<file path="config.mk">
export PLATFORM = sky130hd
export DESIGN_NAME = next_pc_unit
export DESIGN_NICKNAME = d
export VERILOG_FILES = /design/src/rtl/next_pc_unit.sv
export SDC_FILE = /design/constraint.sdc
export NUM_CORES = 1
export LEC_CHECK = 0
export CORE_UTILIZATION = 45
export CTS_CLUSTER_SIZE = 24
export DETAILED_ROUTE_END_ITERATION = 8
export MAX_ROUTING_LAYER = met4
export PLACE_DENSITY = 0.92
export SYNTH_ARGS = -nofsm -noshare
export SYNTH_HDL_FRONTEND = slang
export SYNTH_SLANG_ARGS = --single-unit
</file>
<file path="constraint.sdc">
create_clock -name clock -period 4 [get_ports clock]
set_input_delay 0.8 -clock clock [delete_from_list [all_inputs] [get_ports clock]]
set_output_delay 0.8 -clock clock [all_outputs]
set_load 0.05 [all_outputs]
</file>
<file path="src/rtl/next_pc_unit.sv">
// Registered PC with next-PC selection for the MIPS fetch stage. It handles beq/bne/j/jr
// redirects, stall hold, the post-redirect flush window, jr alignment and a redirect counter.
module next_pc_unit #(
    parameter int               WIDTH        = 32,
    parameter logic [WIDTH-1:0] RESET_PC     = '0,
    parameter int               FLUSH_CYCLES = 1,
    parameter int               CNT_WIDTH    = 16
) (
    input  logic                 clock,
    input  logic                 reset,
    input  logic                 stall,
    input  logic                 branch,
    input  logic                 branch_ne,
    input  logic                 jump,
    input  logic                 jump_reg,
    input  logic                 alu_zero,
    input  logic [WIDTH-1:0]     branch_target,
    input  logic [25:0]          jump_index,
    input  logic [WIDTH-1:0]     reg_target,
    output logic [WIDTH-1:0]     pc,
    output logic [WIDTH-1:0]     pc_plus4,
    output logic                 flush,
    output logic                 align_error,
    output logic [CNT_WIDTH-1:0] redirect_count
);

    localparam logic [3:0] FLUSH_LOAD = 4'(FLUSH_CYCLES);

    logic [WIDTH-1:0]     pc_q, pc_d;
    logic [3:0]           flush_cnt_q, flush_cnt_d;
    logic                 flush_q, flush_d;
    logic                 align_error_q, align_error_d;
    logic [CNT_WIDTH-1:0] redirect_count_q, redirect_count_d;

    logic                 taken_br;
    logic                 accept;
    logic [WIDTH-1:0]     target;

    assign pc_plus4 = pc_q + WIDTH'(4);

    // beq shadows bne when both are asserted.
    assign taken_br = branch ? alu_zero : (branch_ne & ~alu_zero);

    // Control inputs seen while flushing belong to squashed instructions.
    assign accept = ~stall & ~flush_q & (jump_reg | jump | taken_br);

    always_comb begin
        target = branch_target;
        if (jump_reg) begin
            target = {reg_target[WIDTH-1:2], 2'b00};
        end else if (jump) begin
            target = {pc_plus4[WIDTH-1:28], jump_index, 2'b00};
        end
    end

    always_comb begin
        pc_d             = pc_q;
        flush_cnt_d      = flush_cnt_q;
        flush_d          = flush_q;
        align_error_d    = align_error_q;
        redirect_count_d = redirect_count_q;
        if (!stall) begin
            if (accept) begin
                pc_d        = target;
                flush_cnt_d = FLUSH_LOAD;
                if (jump_reg && (reg_target[1:0] != 2'b00)) begin
                    align_error_d = 1'b1;
                end
                if (redirect_count_q != '1) begin
                    redirect_count_d = redirect_count_q + CNT_WIDTH'(1);
                end
            end else begin
                pc_d        = pc_plus4;
                flush_cnt_d = (flush_cnt_q != 4'd0) ? flush_cnt_q - 4'd1 : 4'd0;
            end
            flush_d = (flush_cnt_d != 4'd0);
        end
    end

    always_ff @(posedge clock) begin
        if (reset) begin
            pc_q             <= RESET_PC;
            flush_cnt_q      <= 4'd0;
            flush_q          <= 1'b0;
            align_error_q    <= 1'b0;
            redirect_count_q <= '0;
        end else begin
            pc_q             <= pc_d;
            flush_cnt_q      <= flush_cnt_d;
            flush_q          <= flush_d;
            align_error_q    <= align_error_d;
            redirect_count_q <= redirect_count_d;
        end
    end

    assign pc             = pc_q;
    assign flush          = flush_q;
    assign align_error    = align_error_q;
    assign redirect_count = redirect_count_q;

endmodule

</file>
==> results of run 1 <==
## flip-flops by register name (all words and copies together), names as in the netlist
signal,count
align_error,1
flush,1
flush_cnt_q,4
pc,32
redirect_count,16
## per-stage QoR
step | util [%] | area [um2]
finish | 68.1 | 5970
global route | 68.1 | 5970
CTS | 68.1 | 5970
detailed placement | 67.1 | 5880
global placement | 67.1 | 5880
floorplan | - | 4080
## layout make-up
| cell class | instances | area (um2) | area share (%) |
|---|---|---|---|
| flip-flops and latches | 54 | 1080 | 18.1 |
| repair buffers | 187 | 1850 | 30.9 |
| inverters | 19 | 71.3 | 1.19 |
| well taps | 108 | 135 | 2.26 |
| clock buffers | 7 | 86.3 | 1.45 |
| clock inverters | 1 | 5.00 | 0.0838 |
| multi-input cells | 437 | 2750 | 46.0 |
## worst min-delay path by stage
stage	startpoint	to	slack [ns]	cells after the start
2_1_floorplan	flush_cnt_q[1]	flush_cnt_q[1]	0.45	2
3_3_place_gp	pc[0]	pc[0]	0.46	2
3_5_place_dp	pc[0]	pc[0]	0.46	2
4_1_cts	pc[0]	pc[0]	0.48	2
5_1_grt	pc[0]	pc[0]	0.51	2
6_report	pc[0]	pc[0]	0.48	2
## power groups by stage
stage	combinational (W)	sequential (W)	clock [W]
finish	0.000636	0.000616	0.000324
global route	0.000672	0.000622	0.000355
CTS	0.000634	0.000615	0.000327
detailed placement	0.000632	0.000627	0
global placement	0.000620	0.000623	0
floorplan	0.000296	0.000704	0
## metal layers
layer / vias up / share of wire [%] / GRT usage (%)
met1: 2239 / 40 / 36.8
met4: 0 / 2.5 / 7.58
met2: 248 / 49 / 51.2
met5: - / 0 / -
li1: 2311 / - / -
met3: 32 / 8.4 / 4.82
## cell families after synthesis
group	after synthesis	synth area share (%)
and+or+nand+nor	223	27.4
AOI/OAI and AO/OA	142	22.8
buffers and inverters	65	6.44
DFF	54	26.5
xor gates and xnor gates	37	7.94
muxes	31	7.64
adders and majority gates	4	1.23
## synth_stat cells, types with 12 or more instances
cell type,count,area share (%)
xor2_1,15,3.2
mux2i_1,30,7.4
xnor2_1,22,4.7
nor2_1,36,3.3
nand2_1,66,6.1
nand4_1,13,2.0
dfxtp_1,54,27
inv_1,18,1.7
o211ai_1,12,2.2
nand3_1,21,2.6
nor3_1,24,2.9
or3_1,12,1.8
o21ai_0,32,3.9
and3_1,12,1.8
clkbuf_1,33,3.0
a21oi_1,39,4.8
## critical path: stages, from the launching register on
cell	delay (ns)
dfxtp_1	0.46
nand4_1	0.33
nor4_1	0.43
and2_1	0.38
nand2_1	0.11
xnor2_1	0.15
clkdlybuf4s50_1	0.83
==> results by stage, run 1 <==
Global routing:
- Global routing finished with a remaining overflow of 0.
- The number of global-route vias before repair is 4578.
- Entering global routing, the biggest net connects 63 pins.
- The global-route wire length before repair is 22900 um.
- The number of antenna violations at the first check in global routing was 0.
- The global router's overall resource usage is 30.0%.

Routing:
- The number of iterations in the first detailed-routing pass is 5.
- The number of design-rule violations left by the first detailed-router iteration is 293.
- The total via count after detailed routing is 4830.
- The mean number of vias per cell is 5.94.
- The routed wire length is 14000 um.
- After detailed routing, the average wire length per cell comes to 17.2 um.
- In the routed design, unresolved DRC markers number 0.
- The count of nets left with antenna violations once routing finished came out at 0.

Worst setup path:
- The class of the most critical setup path is flop to primary output.
- Of all nets on the critical path, the largest fanout is 7.
- The most critical setup path has its endpoint at pc_plus4[29].
- The start point of the critical path is pc[15].
- The register-to-register setup slack is 1.60 ns.
- The worst setup path is launched from a flop.
- The worst flop-to-flop path endpoint is pc[26].
- In this run the critical register-to-register path is launched from pc[2].
- Data on the critical path is required at its endpoint by 3.20 ns.
- The nature of the critical path endpoint is a primary output.
- The arrival time of the worst setup path is 3.01 ns.
- The worst reg-to-reg path cell count is 7.

Power:
- The clock network is responsible for 20.6% of the overall power.
- The combinational share of power is 40.3%.
- Sequential cells account for 39.1% of the total power.
- The completed layout was analyzed and its total power is 0.00158 W.
- The power dissipated by switching net loads is 0.000609 W.
- IR analysis of the VDD net gives a maximum drop of 0.157 mV.
- The internal portion of the total power is 0.000967 W.
- In this run the power density over the cells is 264 nW/um2.
- The fraction of power spent switching nets is 38.7%.
- Summed over all cells, the static leakage comes to 2.11 nW.

CTS:
- CTS built an H-tree with a depth of 2.
- The tree is rooted in a clkbuf_8.
- Clock-pin slew was measured on the worst setup and hold paths at 0.10 ns.
- The number of buffers added to fix hold violations after cts is 0.
- The clock tree from TritonCTS is built.
- The clock passes through at most 2 buffers.
- The number of buffers added by the clock tree synthesis step is 5.
- The post-cts repair resize count is 0.
- The count of clock tree sinks is 54.
- At the later pin of the worst-skew pair, clock insertion delay measures 0.31 ns.
- The number of buffers inserted by post-CTS setup repair is 0.

Logic synthesis:
- The gate count after technology mapping is 556.
- In the synthesized netlist the dominant register cell turns out to be dfxtp_1.
- The share of flip-flops with an asynchronous set or reset is 0%.
- The number of warnings reported in the yosys synthesis log is 0.
- The post-synthesis instance area is 4080 um2.
- After synthesis the netlist holds a flip-flop and latch count of 54.
- Synthesis produced a netlist with a net count of 658.
- The synthesized netlist contains 54 unique library cells.
- After synthesis, the mean cell area works out to 7.34 um2.
- Summing the sequential cell areas from Yosys gives 26.5% of the chip area.
- The synthesized design contains 0 enable-type register cells.

Place:
- The HPWL after detailed placement is 10300 um.
- The final weighted congestion of routability-driven global placement is 0.933.
- Including well taps, the total number of placed cells is 805.
- The count of input and output buffers is 179.
- The worst setup slack before clock tree synthesis is 0.554 ns.

Flow run:
- The tool flagged a number of max-cap violations equal to 0.

Finish:
- The number of antenna diodes in the final layout is 0.
- The share of post-route cells with drive strength above 1 is 4.82%.
- The count of filler cells inserted in the layout is 734.
- Relative to the synthesized area, the layout overhead comes to 46.4%.
- Leaving out fill and tap cells, the most frequent cells in the layout are clkdlybuf4s50_1, nand2_1, dfxtp_1.
- The final cell count without fillers is 813.
- The post-layout net count is 806.
- The most common cell after layout, fill and taps aside is clkdlybuf4s50_1.

Timing:
- The final setup slack of the worst path is 0.185 ns.
- Headroom to the max-slew limit came out at 45.3%.
- The final critical path takes up 95.4% of the cycle.
- The final count of pins violating max slew is 0.
- Setup repair after global routing left no endpoint under its margin.
- The shortest clock period the worst path allows after layout is 3.81 ns.
- In the final timing run, aggregate negative setup slack is 0 ns.
- The total count of hold-check failures in the final report came to 0.
- The setup-violating endpoint count in the final report is 0.
- Clock skew on the completed layout was measured at 0.00806 ns.
- For this run, the top clock speed supported by timing is 0.262 GHz.
- The final-layout worst hold slack is 0.479 ns.
- At the pin with the least slew margin, the transition time is 0.821 ns.

Min path:
- The worst hold path belongs to the class flop to flop.

Floorplanning:
- 180 I/O pins were placed.
- The floorplan has 34 rows.
- The floorplan step set the die height to 97.2 um.
- The core region area is 8760 um2.
- The initial utilization of the core area, before any placement, comes to 46.5%.
- The die footprint is 9450 um2.
- The floorplan die width is 97.2 um.

Run status:
- The flow ran to the end, and the final reports show no timing, DRC or antenna violations.
Note: power is estimated with default switching activity, not from simulation.
==> inputs of run 2 (changes only) <==
Settings changed: CTS_BUF_LIST set to sky130_fd_sc_hd__clkbuf_8 sky130_fd_sc_hd__clkbuf_16.
==> run 2 against run 1 <==
Combinational power barely moved. Power fell by 0.18%. Worst hold slack barely moved. Cell area is the same. Non-clock buffer count unchanged. Critical path type unchanged. Critical path depth unchanged. Clock power about the same. Flip-flop and latch count did not move. Count of clock-buffer cells in the layout is 1 lower.
==> results by stage, run 2 (synthesis gave the netlist of run 1 again) <==
Run status:
- Outcome: finished clean (unchanged).

Place:
- The worst setup slack before clock tree synthesis is 0.554 ns (unchanged).
- The count of input and output buffers is 179 (unchanged).
- The detailed placement HPWL is 10300 um (unchanged).
- The final weighted congestion of routability-driven global placement is 0.933 (unchanged).

Global routing:
- The global router's overall resource usage came to 30.0% (unchanged).
- The total congestion overflow came to 0 (unchanged).
- The global-route wire length before repair is 22900 um (unchanged).
- The number of antenna violations at the first check in global routing was 0 (unchanged).
- The number of global-route vias before repair is 4578 (unchanged).
- The pin count of the biggest net entering global routing is 63 (unchanged).

Power:
- The fraction of power spent switching nets came to 38.7% (about the same).
- The total power of the final layout is 0.00157 W (was 0.00158 W).
- The sequential share of power was 39.2% (was 39.1%).
- The leakage power summed over all cells was 2.12 nW (was 2.11 nW).
- The part of the power in the clock network is 20.4% (was 20.6%).
- The cell area power density is 263 nW/um2 (was 264 nW/um2).
- The power dissipated by switching net loads is 0.000609 W (about the same).
- The maximum resistive drop on vdd is 0.156 mV (was 0.157 mV).
- The combinational share of power is 40.4% (was 40.3%).
- The cell internal power dissipation came to 0.000964 W (was 0.000967 W).

Timing:
- The top achievable clock speed is 0.262 GHz (about the same).
- The shortest clock period the worst path allows after layout came to 3.81 ns (about the same).
- RSZ-0062 raised after global routing: no (unchanged).
- The setup skew after layout was 0.00699 ns (was 0.00806 ns).
- The final count of pins violating max slew is 0 (unchanged).
- The transition time at the pin with the least slew margin is 0.826 ns (was 0.821 ns).
- The setup-violating endpoint count in the final report is 0 (unchanged).
- The worst slew slack as a fraction of its limit is 44.9% (was 45.3%).
- The total count of hold-check failures in the final report was 0 (unchanged).
- The final period utilization was 95.3% (was 95.4%).
- The final setup slack of the worst path was 0.188 ns (was 0.185 ns).
- The total negative slack is 0 ns (unchanged).

Floorplanning:
- The number of core rows is 34 (unchanged).
- The die footprint is 9450 um2 (unchanged).
- The vertical die dimension came to 97.2 um (unchanged).
- The top-level I/O count was 180 (unchanged).
- The floorplan die width is 97.2 um (unchanged).
- The effective utilization at floorplan is 46.5% (unchanged).
- The core region area is 8760 um2 (unchanged).

Finish:
- The most common cell after layout, fill and taps aside was clkdlybuf4s50_1 (unchanged).
- Commonest cells after routing, fill and taps aside: clkdlybuf4s50_1, nand2_1, dfxtp_1 (unchanged).
- The count of filler cells inserted in the layout is 734 (unchanged).
- The post-layout net count was 806 (unchanged).
- The number of diodes is 0 (unchanged).
- The flip-flop count of the largest register after layout was 32 (unchanged).
- The area of all sequential standard cells was 1080 um2 (unchanged).
- The share of post-route cells with drive strength above 1 was 4.82% (unchanged).
- The area growth from synthesis to layout is 46.4% (unchanged).
- The area of combinational cells with multiple inputs is 2750 um2 (unchanged).

Worst setup path:
- The worst flop-to-flop path endpoint is pc[26] (unchanged).
- The worst reg-to-reg path cell count is 7 (unchanged).
- The required time at the worst-slack endpoint is 3.20 ns (about the same).
- The register-to-register setup slack is 1.60 ns (about the same).
- The nature of the critical path endpoint was a primary output (unchanged).
- The last element of the critical path is pc_plus4[29] (unchanged).
- The critical path startpoint category is a flop (unchanged).
- The highest fanout seen on the critical path is 7 (unchanged).
- Critical Path, Cell by Cell: nand4_1 -> nor4_1 -> and2_1 -> nand2_1 -> xnor2_1 -> clkdlybuf4s50_1 (unchanged).
- The arrival time of the worst setup path is 3.01 ns (about the same).
- The class of the most critical setup path is flop to primary output (unchanged).
- The cell type of the slowest stage on the worst timing path is clkdlybuf4s50_1 (unchanged).
- The largest stage delay on the critical path came to 0.83 ns (about the same).
- The launching point of the worst reg2reg path was pc[2] (unchanged).
- The start point of the critical path is pc[15] (unchanged).

CTS:
- The maximum level of the CTS H-tree came to 2 (unchanged).
- The count of clock tree sinks is 54 (unchanged).
- The clock edge transition at the registers on the reported setup and hold paths is 0.10 ns (about the same).
- The number of buffers added to fix hold violations after cts was 0 (unchanged).
- The cell at the root of the clock tree is clkbuf_8 (unchanged).
- The number of buffers between clock root and the deepest sink is 2 (unchanged).
- The clock network latency to the later pin of the worst-skew pair is 0.31 ns (about the same).
- The post-cts repair resize count is 0 (unchanged).
- The clock tree from TritonCTS was built (unchanged).
- The number of buffers added by the clock tree synthesis step was 5 (unchanged).
- The number of buffers inserted by post-CTS setup repair is 0 (unchanged).

Routing:
- The total via count after detailed routing is 4845 (was 4830).
- The number of iterations in the first detailed-routing pass is 5 (unchanged).
- The mean number of vias per cell came to 5.96 (was 5.94).
- The number of design-rule violations left by the first detailed-router iteration is 293 (unchanged).
- The final antenna-violating net count is 0 (unchanged).
- The routed length per placed instance was 17.2 um (unchanged).
- The routed wire length was 14000 um (unchanged).
- The number of remaining DRC errors is 0 (unchanged).

Min path:
- The class of the tightest hold or removal check is flop to flop (unchanged).

Flow run:
- The count of max-cap constraint violations is 0 (unchanged).
## run 2: cell count changes in the layout (fill, tap and decap cells not counted), sizes merged
| cell | before | now |
|---|---|---|
| clkbuf | 7 | 6 |
| inv | 18 | 19 |
## run 2: per-layer routing
layer / part of all wire (%) / track usage (%) / wire, um / up-vias
met2: 49 / 51.2 / 6810 / 253
met1: 40 / 36.8 / 5600 / 2246
li1: - / - / - / 2310
met5: 0 / - / 0 / -
met3: 8.4 / 4.82 / 1170 / 36
met4: 2.6 / 7.58 / 366 / 0
## run 2: final cells by class
cell class / count / share of cell area (%)
multi-input combinational: 437 / 46.0
timing repair buffer: 187 / 30.9
sequential: 54 / 18.1
tap: 108 / 2.26
clock buffer: 6 / 1.38
inverter: 19 / 1.19
clock inverter: 2 / 0.147
## run 2: worst min-delay path by stage
stage | startpoint | slack, ns | depth (start not counted) | end
after global placement | pc[0] | 0.46 | 2 | pc[0]
after detailed placement | pc[0] | 0.46 | 2 | pc[0]
final | pc[0] | 0.48 | 2 | pc[0]
after CTS | pc[0] | 0.48 | 2 | pc[0]
after floorplan | flush_cnt_q[1] | 0.45 | 2 | flush_cnt_q[1]
after global routing | pc[0] | 0.51 | 2 | pc[0]
## run 2: stage by stage
stage	area [um2]	instances	hold WS, ns	utilization, %
final	5970	813	0.479	68.1
after global routing	5970	813	0.508	68.1
after CTS	5970	813	0.481	68.1
after detailed placement	5880	805	0.462	67.1
after global placement	5880	805	0.463	67.1
after floorplan	4080	556	0.455	-
## run 2: critical path, delay by kind of cell (launching register included)
family                 cells  cell delay (ns)
flip-flops                 1             0.46
AND/OR/NAND/NOR            4             1.26
XOR/XNOR                   1             0.15
buffers and inverters      1             0.83
## run 2: power groups by stage
stage | Sequential, W | Combinational [W] | Clock [W]
3_3_place_gp | 0.000623 | 0.000620 | 0
2_1_floorplan | 0.000704 | 0.000296 | 0
4_1_cts | 0.000615 | 0.000634 | 0.000325
6_report | 0.000616 | 0.000636 | 0.000322
3_5_place_dp | 0.000627 | 0.000632 | 0
5_1_grt | 0.000622 | 0.000672 | 0.000352
